**src/rtl/hdmi_vid_timing_gen.sv**
```systemverilog
// Raster timing generator that aligns a framebuffer pixel stream to the HDMI/DVI raster.
// Optional colour-bar source is compiled in with `define VTG_TEST_PATTERN_EN (adds pattern_sel).
module hdmi_vid_timing_gen #(
  parameter int C_DATA_WIDTH = 24,
  parameter int H_ACTIVE     = 1280,
  parameter int H_FP         = 110,
  parameter int H_SYNC       = 40,
  parameter int H_BP         = 220,
  parameter int V_ACTIVE     = 720,
  parameter int V_FP         = 5,
  parameter int V_SYNC       = 5,
  parameter int V_BP         = 20,
  parameter bit HS_POL       = 1'b1,
  parameter bit VS_POL       = 1'b1
) (
  input  logic                    pix_clk,
  input  logic                    rst,
  input  logic                    en,
  input  logic [C_DATA_WIDTH-1:0] s_tdata,
  input  logic                    s_tvalid,
  output logic                    s_tready,
  input  logic                    s_tuser,
`ifdef VTG_TEST_PATTERN_EN
  input  logic                    pattern_sel,
`endif
  output logic [C_DATA_WIDTH-1:0] pix_data,
  output logic                    hsync,
  output logic                    vsync,
  output logic                    vde,
  output logic                    frame_start,
  output logic                    underflow,
  output logic                    locked
);
  localparam int H_TOTAL = H_ACTIVE + H_FP + H_SYNC + H_BP;
  localparam int V_TOTAL = V_ACTIVE + V_FP + V_SYNC + V_BP;
  localparam int HW = $clog2(H_TOTAL);
  localparam int VW = $clog2(V_TOTAL);
  localparam logic [HW-1:0] H_LAST = HW'(H_TOTAL - 1);
  localparam logic [VW-1:0] V_LAST = VW'(V_TOTAL - 1);
  localparam logic [HW-1:0] H_ACT  = HW'(H_ACTIVE);
  localparam logic [VW-1:0] V_ACT  = VW'(V_ACTIVE);
  localparam logic [HW-1:0] HS_BEG = HW'(H_ACTIVE + H_FP);
  localparam logic [HW-1:0] HS_END = HW'(H_ACTIVE + H_FP + H_SYNC);
  localparam logic [VW-1:0] VS_BEG = VW'(V_ACTIVE + V_FP);
  localparam logic [VW-1:0] VS_END = VW'(V_ACTIVE + V_FP + V_SYNC);

  typedef enum logic [1:0] {IDLE, ALIGN, RUN} state_t;

  state_t                  state_q, state_d;
  logic [HW-1:0]           h_q, h_d;
  logic [VW-1:0]           v_q, v_d;
  logic                    sof_vld_q, sof_vld_d;
  logic [C_DATA_WIDTH-1:0] sof_data_q, sof_data_d;
  logic                    uf_pend_q, uf_pend_d;
  logic [C_DATA_WIDTH-1:0] pix_q, pix_d;
  logic                    hs_q, hs_d, vs_q, vs_d, vde_q, vde_d, fs_q, fs_d;
  logic                    uf_q, uf_d, lock_q, lock_d, rdy_q, rdy_d;

  logic running, active, at_first, at_last, fire, pat;

  assign running  = (state_q != IDLE);
  assign active   = running && (h_q < H_ACT) && (v_q < V_ACT);
  assign at_first = (h_q == '0) && (v_q == '0);
  assign at_last  = (h_q == H_LAST) && (v_q == V_LAST);
  assign fire     = s_tvalid && rdy_q && !pat;

`ifdef VTG_TEST_PATTERN_EN
  localparam int CW = C_DATA_WIDTH / 3;
  logic [2:0]              bar;
  logic [C_DATA_WIDTH-1:0] bar_rgb;
  assign pat     = pattern_sel;
  assign bar     = 3'((32'(h_q) * 8) / H_ACTIVE);
  // bar index bits map straight onto R/G/B on-off for the white..black sequence
  assign bar_rgb = C_DATA_WIDTH'({{CW{~bar[1]}}, {CW{~bar[2]}}, {CW{~bar[0]}}});
`else
  assign pat = 1'b0;
`endif

  always_comb begin
    state_d    = state_q;
    h_d        = h_q;
    v_d        = v_q;
    sof_vld_d  = sof_vld_q;
    sof_data_d = sof_data_q;
    uf_pend_d  = uf_pend_q;
    uf_d       = uf_q;
    pix_d      = '0;
    hs_d       = (running && h_q >= HS_BEG && h_q < HS_END) ? HS_POL : ~HS_POL;
    vs_d       = (running && v_q >= VS_BEG && v_q < VS_END) ? VS_POL : ~VS_POL;
    vde_d      = active;
    fs_d       = running && at_first;

    if (running) begin
      if (h_q == H_LAST) begin
        h_d = '0;
        v_d = (v_q == V_LAST) ? '0 : v_q + 1'b1;
      end else begin
        h_d = h_q + 1'b1;
      end
    end

    case (state_q)
      IDLE: state_d = ALIGN;
      ALIGN: begin
        if (fire && s_tuser) begin
          sof_vld_d  = 1'b1;
          sof_data_d = s_tdata;
        end
        if (sof_vld_d && at_last) state_d = RUN;
      end
      RUN: begin
        if (active && !pat) begin
          if (at_first && sof_vld_q) begin
            pix_d     = sof_data_q;
            sof_vld_d = 1'b0;
          end else if (fire) begin
            // misplaced SOF is kept as the next frame's head; a missing SOF beat is dropped
            if (s_tuser && !at_first) begin
              state_d    = ALIGN;
              sof_vld_d  = 1'b1;
              sof_data_d = s_tdata;
              uf_pend_d  = 1'b0;
            end else if (!s_tuser && at_first) begin
              state_d   = ALIGN;
              uf_pend_d = 1'b0;
            end else begin
              pix_d = s_tdata;
            end
          end else begin
            uf_d      = 1'b1;
            uf_pend_d = 1'b1;
          end
        end
        if (state_d == RUN && uf_pend_d && at_last) begin
          state_d   = ALIGN;
          uf_pend_d = 1'b0;
        end
      end
      default: state_d = IDLE;
    endcase

`ifdef VTG_TEST_PATTERN_EN
    if (pat && active) pix_d = bar_rgb;
`endif

    // ready is registered, so it is computed for the position the counters move to
    rdy_d = 1'b0;
    if (!pat) begin
      if (state_d == ALIGN) begin
        rdy_d = !sof_vld_d;
      end else if (state_d == RUN) begin
        rdy_d = (h_d < H_ACT) && (v_d < V_ACT) &&
                !((h_d == '0) && (v_d == '0) && sof_vld_d);
      end
    end
    lock_d = (state_d == RUN) || pat;
  end

  always_ff @(posedge pix_clk) begin
    if (rst || !en) begin
      state_q    <= IDLE;
      h_q        <= '0;
      v_q        <= '0;
      sof_vld_q  <= 1'b0;
      sof_data_q <= '0;
      uf_pend_q  <= 1'b0;
      pix_q      <= '0;
      hs_q       <= ~HS_POL;
      vs_q       <= ~VS_POL;
      vde_q      <= 1'b0;
      fs_q       <= 1'b0;
      uf_q       <= 1'b0;
      lock_q     <= 1'b0;
      rdy_q      <= 1'b0;
    end else begin
      state_q    <= state_d;
      h_q        <= h_d;
      v_q        <= v_d;
      sof_vld_q  <= sof_vld_d;
      sof_data_q <= sof_data_d;
      uf_pend_q  <= uf_pend_d;
      pix_q      <= pix_d;
      hs_q       <= hs_d;
      vs_q       <= vs_d;
      vde_q      <= vde_d;
      fs_q       <= fs_d;
      uf_q       <= uf_d;
      lock_q     <= lock_d;
      rdy_q      <= rdy_d;
    end
  end

  assign pix_data    = pix_q;
  assign hsync       = hs_q;
  assign vsync       = vs_q;
  assign vde         = vde_q;
  assign frame_start = fs_q;
  assign underflow   = uf_q;
  assign locked      = lock_q;
  assign s_tready    = rdy_q;
endmodule

```
**config.mk**
```make
export PLATFORM = sky130hd
export DESIGN_NAME = hdmi_vid_timing_gen
export DESIGN_NICKNAME = d
export VERILOG_FILES = /design/src/rtl/hdmi_vid_timing_gen.sv
export SDC_FILE = /design/constraint.sdc
export NUM_CORES = 1
export LEC_CHECK = 0
export CORE_MARGIN = 3
export CORE_UTILIZATION = 40
export CTS_BUF_LIST = sky130_fd_sc_hd__clkbuf_4 sky130_fd_sc_hd__clkbuf_8
export DETAILED_ROUTE_END_ITERATION = 10
export PLACE_DENSITY_LB_ADDON = 0.15
export SLEW_MARGIN = 20
export SYNTH_ARGS = -nofsm -noshare
export SYNTH_HDL_FRONTEND = slang
export SYNTH_SLANG_ARGS = --single-unit
```
**constraint.sdc**
```tcl
create_clock -name pix_clk -period 3.36 [get_ports pix_clk]
set_clock_uncertainty 0.05 [all_clocks]
set_input_delay 0.336 -clock pix_clk [delete_from_list [all_inputs] [get_ports pix_clk]]
set_output_delay 0.336 -clock pix_clk [all_outputs]
set_load 0.05 [all_outputs]
```
==> results.toml <==
[detailed_routing]
drt-initial-drc-count = 163
drt-total-wl_um = 9600
vias_per_cell = 5.34
route.vias.total = 3423
drt-pass1-iter-count = 4
ant_nets = 0
drc_errors = 0
wl_per_cell_um = 15.0

[logic_synthesis]
synth-xor-area-share = 0.0272
avgSynthCellArea_um2 = 8.52
synth_flop_cell = "dfxtp_1"
synth_fa_ha_area_frac = 0.0357
yosys_warnings = 0
ys_seq_area_frac = 0.415
synth_compound_area_frac = 0.160
synth.distinct_cells = 58
synth-seq-cells = 80
syn_area_um2 = 3860
yosys.area_share.simple = 0.244
syn_nets = 493
async_reset_ff_frac = 0
synth_edf_count = 0
netlist_instances = 453
synth_top_family_by_area = "simple AND/OR/NAND/NOR gates"
synth_mux_area_frac = 0.0733

[worst_setup_path]
arrival_ps = 3240
startpoint_type = "flop"
worstPathMaxFanout = 6
path_class = "reg -> reg"
worstPathRequired_ps = 3580
worstSetupEndpointType = "flop"

[finish]
final_cell_mix = "nor2_1 (95), dfxtp_1 (80), clkdlybuf4s50_1 (59)"
layout-drive-gt1-share = 0.0723
final_nets = 547
final_common_cell = "nor2_1"
syn2layout_area_growth_pct = 24.0
antenna-diode-count = 0
finish.utilization = 0.513

[grt]
grt_pass1_vias = 3248
met3_usage = 0.0428
antenna_found_initial = 0
grt.total_usage = 0.176
grtUsageMet2 = 0.274
overflow = 0
grt_busiest_layer = "met2"
grt_first_pass_wirelength_um = 15800
grt_max_degree = 45
gr-usage-met1 = 0.244

[timing]
drv_slew = 0
slew_headroom = 0.648
holdWs_ps = 438
finalSetupViolCount = 0
finalCritPeriodShare = 0.900
fmax_ghz = 0.331
tightest_slew_ps = 526
hold_violations = 0
fin_crit_ps = 3020
fin_setup_tns_ps = 0
rsz0062_at_grt = "false"

[placement]
dp.final_hpwl_um = 6720
place.gp.congestion = 0.898
io_buffers = 59

[cts]
postCtsSetupBuffers = 0
clk_pin_slew_worst_paths_ps = 90
postCtsHoldBufs = 0
htree_levels = 3
cts-root-buf = "clkbuf_8"
cts_tree = "done"
post_cts_resized = 0
cts_sinks = 80
cts_buffers = 9
clock_latency_ps = 350
clk_path_buf_depth = 2

[floorplan]
initial_core_util = 0.414
row_count = 35
core_area_um2 = 9330
die-area_um2 = 10900
ioPinCount = 60
chipHeight_um = 104
fp.dieW_um = 104

[power_and_ir_drop]
p_leak_uw = 0.00155
vdd_drop_max_uv = 249
power.density_nw_per_um2 = 377

[worst_hold_path]
hold_class = "reg -> reg"

[run]
maxCapViolations = 0

[status]
status = "complete, no violations"
==> per-layer routing <==
layer  vias to the layer above  wire (µm)
li1                       1721          -
met1                      1613       4650
met2                        80       4380
met3                         9        477
met4                         0         88
met5                         -          0
==> power breakdown <==
group	total [µW]	internal (µW)	switching, µW
Clock	728	352	376
Combinational	119	57.0	62.1
Sequential	955	951	4.68
==> area by class of cell <==
class                      count  area [µm²]
tap                          129         161
clock inverter                 7        80.1
inverter                      15        56.3
timing repair buffer          69         666
multi-input combinational    332        2090
fill                         899        4540
sequential                    80        1600
clock buffer                   9         124
==> worst max-delay path, cell delays in order (launching register included) <==
cell and delay [ps]:
dfxtp_1 360, inv_1 150, ha_1 180, nor4b_1 340, nand3b_1 170, or4_1 440, and2_1 170, a211oi_1 370
a31oi_1 240, a41o_1 270, o31ai_2 210
==> final timing paths <==
path | depth (start not counted) | startpoint | slack, ps | end
setup / recovery | 10 | v_q[0] | 340 | s_tready
hold / removal | 1 | underflow | 440 | underflow
setup reg to reg | 10 | v_q[0] | 340 | s_tready
hold reg to reg | 1 | underflow | 440 | underflow
==> Yosys cell counts, types with 3 or more instances <==
library cell,instances,area (µm²)
nor3_1,10,50.1
nand3b_1,5,37.5
nor4_1,5,31.3
clkbuf_1,21,78.8
ha_1,11,138
dfxtp_1,80,1600
inv_1,15,56.3
xnor2_1,7,61.3
nor2_1,95,357
and3_1,6,37.5
and2_1,5,31.3
and4_1,3,26.3
or3_1,4,25.0
nand4_1,4,25.0
a21oi_1,15,75.1
nand2_1,29,109
a21o_1,3,22.5
a22oi_1,27,203
nand3_1,8,40.0
a31oi_1,6,37.5
nor4b_1,3,26.3
xor2_1,5,43.8
o21a_1,4,30.0
a211oi_1,6,45.0
mux2i_1,26,260
o21ai_0,8,40.0
==> flip-flops by register name (all words and copies together) (netlist names) <==
name	count
sof_data_q	24
uf_pend_q	1
vsync	1
state_q	2
sof_vld_q	1
locked	1
v_q	10
h_q	11
hsync	1
frame_start	1
vde	1
underflow	1
pix_data	24
s_tready	1
==> cells by family (layout without fill, tap and decap cells) <==
group                      after synthesis  in the layout
and+or+nand+nor                        193            193
buffers and inverters                   41            100
xor gates and xnor gates                12             12
DFF                                     80             80
adders and majority gates               11             11
AOI/OAI and AO/OA                       88             88
muxes                                   28             28
==> through the flow <==
step | instances | setup slack [ps] | power (µW) | area [µm²]
floorplan | 453 | 739 | 1040 | 3860
global placement | 625 | 489 | 1090 | 4580
CTS | 641 | 298 | 1820 | 4780
detailed placement | 625 | 341 | 1100 | 4580
finish | 641 | 337 | 1800 | 4780
global route | 641 | 69.4 | 1880 | 4780
Note: power is estimated with default switching activity, not from simulation.
